[src/rtl/inst_fetch_unit.sv]
// inst_fetch_unit: PC generation and instruction fetch with one outstanding request and a one-entry skid register
module inst_fetch_unit #(
  parameter int INST_WIDTH = 32,
  parameter int ADDR_WIDTH = 32,
  parameter logic [ADDR_WIDTH-1:0] RESET_PC = '0
) (
  input  logic                  clk,
  input  logic                  reset,
  input  logic                  system_stall,
  input  logic                  redirect_valid,
  input  logic [ADDR_WIDTH-1:0] redirect_pc,
  output logic                  imem_req,
  output logic [ADDR_WIDTH-1:0] imem_addr,
  input  logic                  imem_gnt,
  input  logic                  imem_rvalid,
  input  logic [INST_WIDTH-1:0] imem_rdata,
  output logic [INST_WIDTH-1:0] instruction,
  output logic [ADDR_WIDTH-1:0] inst_pc,
  output logic                  uop_valid_out
);
  typedef enum logic [2:0] {IDLE, FETCH, WAIT, FULL, DROP} state_t;
  state_t state;
  logic [ADDR_WIDTH-1:0] pc, req_pc, skid_pc;
  logic [INST_WIDTH-1:0] skid_inst;
  logic take, out_free, redirect;
  assign take = uop_valid_out & ~system_stall;
  assign out_free = ~uop_valid_out | take;
  assign redirect = redirect_valid & (state != IDLE);
  assign imem_req = state == FETCH;
  assign imem_addr = pc;
  always_ff @(posedge clk) begin
    if (reset) begin
      state <= IDLE;
      pc <= RESET_PC;
      req_pc <= RESET_PC;
      skid_pc <= '0;
      skid_inst <= '0;
      instruction <= '0;
      inst_pc <= '0;
      uop_valid_out <= 1'b0;
    end else if (redirect) begin
      pc <= {redirect_pc[ADDR_WIDTH-1:2], 2'b00};
      uop_valid_out <= 1'b0;
      state <= (state == FULL) || (state == FETCH && !imem_gnt) ||
               ((state == WAIT || state == DROP) && imem_rvalid) ? FETCH : DROP;
    end else begin
      if (take)
        uop_valid_out <= 1'b0;
      case (state)
        IDLE: state <= FETCH;
        FETCH: if (imem_gnt) begin
          pc <= pc + ADDR_WIDTH'(4);
          req_pc <= pc;
          state <= WAIT;
        end
        WAIT: if (imem_rvalid) begin
          if (out_free) begin
            instruction <= imem_rdata;
            inst_pc <= req_pc;
            uop_valid_out <= 1'b1;
          end else begin
            skid_inst <= imem_rdata;
            skid_pc <= req_pc;
          end
          state <= out_free ? FETCH : FULL;
        end
        FULL: if (take) begin
          instruction <= skid_inst;
          inst_pc <= skid_pc;
          uop_valid_out <= 1'b1;
          state <= FETCH;
        end
        DROP: if (imem_rvalid)
          state <= FETCH;
        default: state <= IDLE;
      endcase
    end
  end
endmodule
[config.mk]
export PLATFORM = sky130hd
export DESIGN_NAME = inst_fetch_unit
export DESIGN_NICKNAME = d
export VERILOG_FILES = /design/src/rtl/inst_fetch_unit.sv
export SDC_FILE = /design/constraint.sdc
export NUM_CORES = 1
export LEC_CHECK = 0
export ABC_AREA = 1
export CORE_AREA = 2 2 121 212
export DETAILED_ROUTE_END_ITERATION = 6
export DIE_AREA = 0 0 123 214
export PLACE_DENSITY = 0.61
export SYNTH_ARGS = -nofsm -noshare
export SYNTH_HDL_FRONTEND = slang
export SYNTH_SLANG_ARGS = --single-unit
[constraint.sdc]
create_clock -name clk -period 2.8 [get_ports clk]
set_input_delay 0.56 -clock clk [delete_from_list [all_inputs] [get_ports clk]]
set_output_delay 0.56 -clock clk [all_outputs]
set_load 0.1 [all_outputs]
Word-level counts from Yosys, hierarchy flattened
Cells that the tools add are included.
Word-level totals
  output and inout bits: 98
  logic and storage cells: 70
  register bits after elaboration: 196
Operators by class
  reductions and logical operators: 18
  equal/unequal tests: 11
  muxes and demuxes: 24
  bitwise gates (word level): 7
  $add $sub $neg: 1
Operators by type and width (count)
  32-bit 2-to-1 mux: 9
  32-bit case mux with 2 select lines: 2
  32-bit by 3-bit adder with 32-bit output, second input constant: 1
  3-bit 2-to-1 mux: 6
  3-bit case mux with 5 select lines: 1
  3-bit != test, second input constant: 3
  4-bit AND reduction: 2
  3-bit by 2-bit equality test with 1-bit output, second input constant: 2
  2-bit != test, second input constant: 3
  2-bit nonzero test: 3
  5-bit AND reduction: 1
  1-bit 2-to-1 mux: 4
  1-bit inverter: 4
  2-bit AND reduction: 2
  3-bit by 1-bit equality test with 1-bit output, second input constant: 1
  3-bit equality test, second input constant: 1
  3-bit logical NOT: 1
  1-bit logical OR: 3
  3-bit by 1-bit != test with 1-bit output, second input constant: 1
  3-bit AND reduction: 1
  3-bit nonzero test: 1
  1-bit AND: 2
  1-bit logical AND: 2
  2-bit 2-to-1 mux: 1
  4 further kinds: 4

Longest topological paths before layout
  depth in word-level cells: 7
  depth in mapped cells: 11
  mapped depth without buffers: 11

Worst setup path before layout
OpenSTA, ideal clock, no wires.
  path kind: reg2reg
  start point: register pc[3], in the netlist imem_addr[3]
  end point: register pc[22], in the netlist imem_addr[22]
  library setup time: 0.128 ns
  stages on the path, launching flop included: 11
  data required time: 2.672 ns
  path buffers: 0
  arrival: 2.208 ns
  path slack: 0.464 ns
  path through: dfxtp_1 ha_1 nand2_1 nor2_2 nand2_1 nor2_4 nand3_1 nand3_1 nand2_1 nor2_1 nor2_1
On the way
  longest elaborated chain between the ends: 4
Ends and longest elaborated chain
  start: declaration: line 23  | logic [ADDR_WIDTH-1:0] pc, req_pc, skid_pc;
  start signal: assignment: line 42  | pc <= {redirect_pc[ADDR_WIDTH-1:2], 2'b00};
  start signal: assignment: line 52  | pc <= pc + ADDR_WIDTH'(4);
  32-bit by 3-bit adder with 32-bit output: line 52
  32-bit 2-to-1 mux: line 51  | FETCH: if (imem_gnt) begin
  32-bit 2-to-1 mux: line 49  | case (state)
  32-bit 2-to-1 mux: line 41  | end else if (redirect) begin
No other way between the ends. The select of a mux whose other input is x is not followed.
A chain may end at the register's enable or synchronous reset.

Worst setup path in the final report
  start point: register state[0]
  end point: register instruction[24]
On the way
  longest elaborated chain between the ends: 4
  elaborated cells between the ends (all ways): 11
  classes of those cells: eq/ne (5); mux (1); bitwise (2); reduce/logical (3)
Ends and longest elaborated chain
  start: declaration: line 22  | state_t state;
  start signal: assignment: line 44  | state <= (state == FULL) || (state == FETCH && !imem_gnt) ||
  start signal: assignment: line 65  | state <= out_free ? FETCH : FULL;
  parallel branches: the longest is 4 deep, another holds 5-bit AND reduction
  end signal: assignment: line 58  | instruction <= imem_rdata;
  end signal: assignment: line 68  | instruction <= skid_inst;
  end: declaration: line 17  | output logic [INST_WIDTH-1:0] instruction,
Several ways; the timed one is not identified.

==> impl_results.md <==
- CTS Hold Bufs: 0
- Hold endpoint: skid_inst[6]$_SDFFE_PP0P_
- Gr ovfl total: 0
- Most frequent cells after synthesis: 204 x o21ai_0, 195 x nor2_1, 188 x dfxtp_1
- Status: completed
- Via density per instance: 4.75
- Setup TNS: 0 ps
- Post-synth top area share: 44.3%
- Clock Latency Late Sink: 440 ps
- Hold Path Stages: 2
- Origin of the critical flop-to-flop path: state[0]$_SDFFE_PP0P_
- CTS Buffer Depth: 2
- Initial antenna violation count: 0
- Worst Hold Class: reg2reg
- R2r setup slk: 760 ps
- Iter 0 DRT Violations: 389
- Hold Vio Cnt, Final: 0
- WL final: 22,600 um
- Vias in the first global route: 7,257
- Cts repair resizes: 0
- Clk slew on worst S/H paths: 70 ps
- Most numerous cell in the Yosys netlist: o21ai_0
- Diode count: 0
- DRC Markers: 0
- Combinational share of power: 42.3%
- Worst clock skew: 7.08 ps
- Setup violators final: 0
- Warnings from Yosys: 0
- Clk pwr share: 24.4%
- Unrepaired setup endpoints after global routing: false
- Least-Margin Pin Slew: 575 ps
- Pin count of the biggest net entering global routing: 63
- Switching Fraction: 46.0%
- Peak supply drop: 0.000501 V
- Final layout net count: 1,400
- Cell Pwr Density: 964 nW/um^2
- Library cells used by synthesis: 37
- H-tree Lvls: 4
- Die area: 26,300 sq um
- DP Cell Count: 1,622
- Total CTS buffers: 17
- Post-Layout Cell Count: 1,653
- Seq cells post-synth: 188
- Hpwl dp: 16,400 um
- Buffers on Ports: 161
- Mapped Cells: 1,202
- Cell taking the most area after synthesis: dfxtp_1
- CP Class: reg2reg
- P_sw: 4.72 mW
- Critical R2R Capture: instruction[24]$_SDFFE_PP0P_
- Vias: 7,854
- Slew headroom: 61.6%
- Cell row count: 76
- Async set or reset register ratio after synthesis: 0%
- Required @ worst endpoint: 3120 ps
- Global-route wire length before repair: 36,500 um
- Global-route usage over all layers: 17.5%
- Ranking of synthesized cells by area: dfxtp_1 44%, o21ai_0 12%, nor2_1 8.6%, nand2_1 8.0%, inv_1 5.5%
- Root Driver: clkbuf_16
- Post-synth EDFFs: 0
- Initial DRT Pass Iterations: 5
- Depth of the most critical reg-to-reg path: 8
- CP Capture Type: flop
- Syn_area_per_cell: 7.06 sq um
- Share of cells above drive strength 1: 13.2%
- Initial core utilization: 34.6%
- Register share of total power: 33.3%
- Final Wtd Congestion: 0.866
- Routed wire per std cell: 13.7 um
- Area grow syn2layout: 25.3%
- I/O pin count: 168
- Mapped Area: 8490 sq um
- Sequential area share after synthesis: 44.3%
- Die height: 214 um
- Crit path max fanout: 45
- Period utilization: 73.0%
- Setup crit start kind: flop
- Total power: 10.3 mW
- Slew Limit Fails: 0
- Setup Fix Bufs, Post-CTS: 0
- Core box area: 24,500 sq um
- Worst EP arrival: 2370 ps
- TritonCTS Sinks: 188
- Pleak: 4.25 nW
- Top achievable clock speed: 0.490 GHz
- Min-Delay Startpoint: skid_inst[6]$_SDFFE_PP0P_
- Chip width: 123 um
- Int Power: 5.54 mW
- Routed Antenna Nets: 0
- Min Tclk post-route: 2040 ps
- CTS tree: built
- Max_cap viols: 0
- Commonest register cell after synthesis: dfxtp_1
## flip-flops by register name (all words and copies together), names as in the netlist
register,count
skid_inst,32
imem_addr,30
instruction,32
skid_pc,30
state,3
inst_pc,30
req_pc,30
uop_valid_out,1
## layout by cell type (no fill, tap or decap), types with 4 or more instances in the layout
master / n
a211oi_1: 8
nand2_4: 6
inv_1: 123
clkinv_2: 6
conb_1: 4
clkbuf_16: 17
xor2_1: 6
nand2_1: 182
nand4_1: 9
nand3b_1: 7
o21ai_1: 16
buf_4: 108
nor2_2: 7
inv_2: 7
o21ai_0: 204
nor2_1: 195
o211ai_1: 4
buf_12: 6
nor3_1: 13
clkdlybuf4s50_1: 67
a31oi_1: 9
a21oi_1: 85
nand3_1: 35
dfxtp_1: 188
## how the worst max path moves through the flow
| stage | end | startpoint | slack, ps | cells past startpoint |
|---|---|---|---|---|
| after detailed placement | skid_pc[31]$_SDFFE_PP0P_ | redirect_valid | 470 | 7 |
| after global placement | skid_pc[31]$_SDFFE_PP0P_ | redirect_valid | 490 | 7 |
| final | instruction[24]$_SDFFE_PP0P_ | state[0]$_SDFFE_PP0P_ | 760 | 8 |
| after floorplan | imem_addr[22]$_SDFFE_PP0P_ | imem_addr[3]$_SDFFE_PP0P_ | 460 | 10 |
| after CTS | instruction[24]$_SDFFE_PP0P_ | state[0]$_SDFFE_PP0P_ | 690 | 8 |
| after global routing | instruction[24]$_SDFFE_PP0P_ | state[0]$_SDFFE_PP0P_ | 550 | 8 |
## final cells by class
cell class              count  area [sq um]
clock inverters            11           143
repair buffers            181          1600
well taps                 312           390
multi-input cells         807          3780
fillers                  2608         13900
clock buffers              20           457
inverters                 134           510
flip-flops and latches    188          3760
## stage by stage
step | util (%) | cell area (sq um) | setup slack [ps] | hold slack (ps)
after CTS | 43.4 | 10600 | 693 | 447
final | 43.4 | 10600 | 757 | 443
after global placement | 40.9 | 10000 | 487 | 431
after detailed placement | 40.9 | 10000 | 470 | 436
after floorplan | - | 8500 | 464 | 424
after global routing | 43.4 | 10600 | 545 | 461
## metal layers
metal / vias up / part of all wire [%] / GRT usage, %
met5: - / 0 / 0
met4: 0 / 3.9 / 8.83
met3: 41 / 4.2 / 3.49
met2: 186 / 51 / 30.8
met1: 3506 / 41 / 19.5
li1: 4121 / - / -
## worst max-delay path, stage by stage, from the launching register on
cell and delay [ps]:
dfxtp_1 420, inv_2 90, nor2_4 120, clkinv_2 450, buf_4 410, nand2_1 70, o21ai_0 70, o21ai_0 210
nor2_1 60
## logic make-up after synthesis
family / synth area share [%]
AO/OA/AOI/OAI: 20.2
AND/OR/NAND/NOR: 23.1
buffers and inverters: 11.4
other: 0.0442
adder cells (fa/ha/maj): 0.147
XOR/XNOR: 0.825
flip-flops: 44.3
## power by group through the flow
| stage | sequential [mW] | clock, mW | combinational (mW) |
|---|---|---|---|
| floorplan | 5.30 | 0 | 1.54 |
| global placement | 3.46 | 0 | 4.35 |
| detailed placement | 3.47 | 0 | 4.37 |
| CTS | 3.41 | 2.59 | 4.39 |
| global route | 3.47 | 2.69 | 4.67 |
| finish | 3.41 | 2.51 | 4.34 |
No activity file was read; power rests on OpenSTA's default activity.
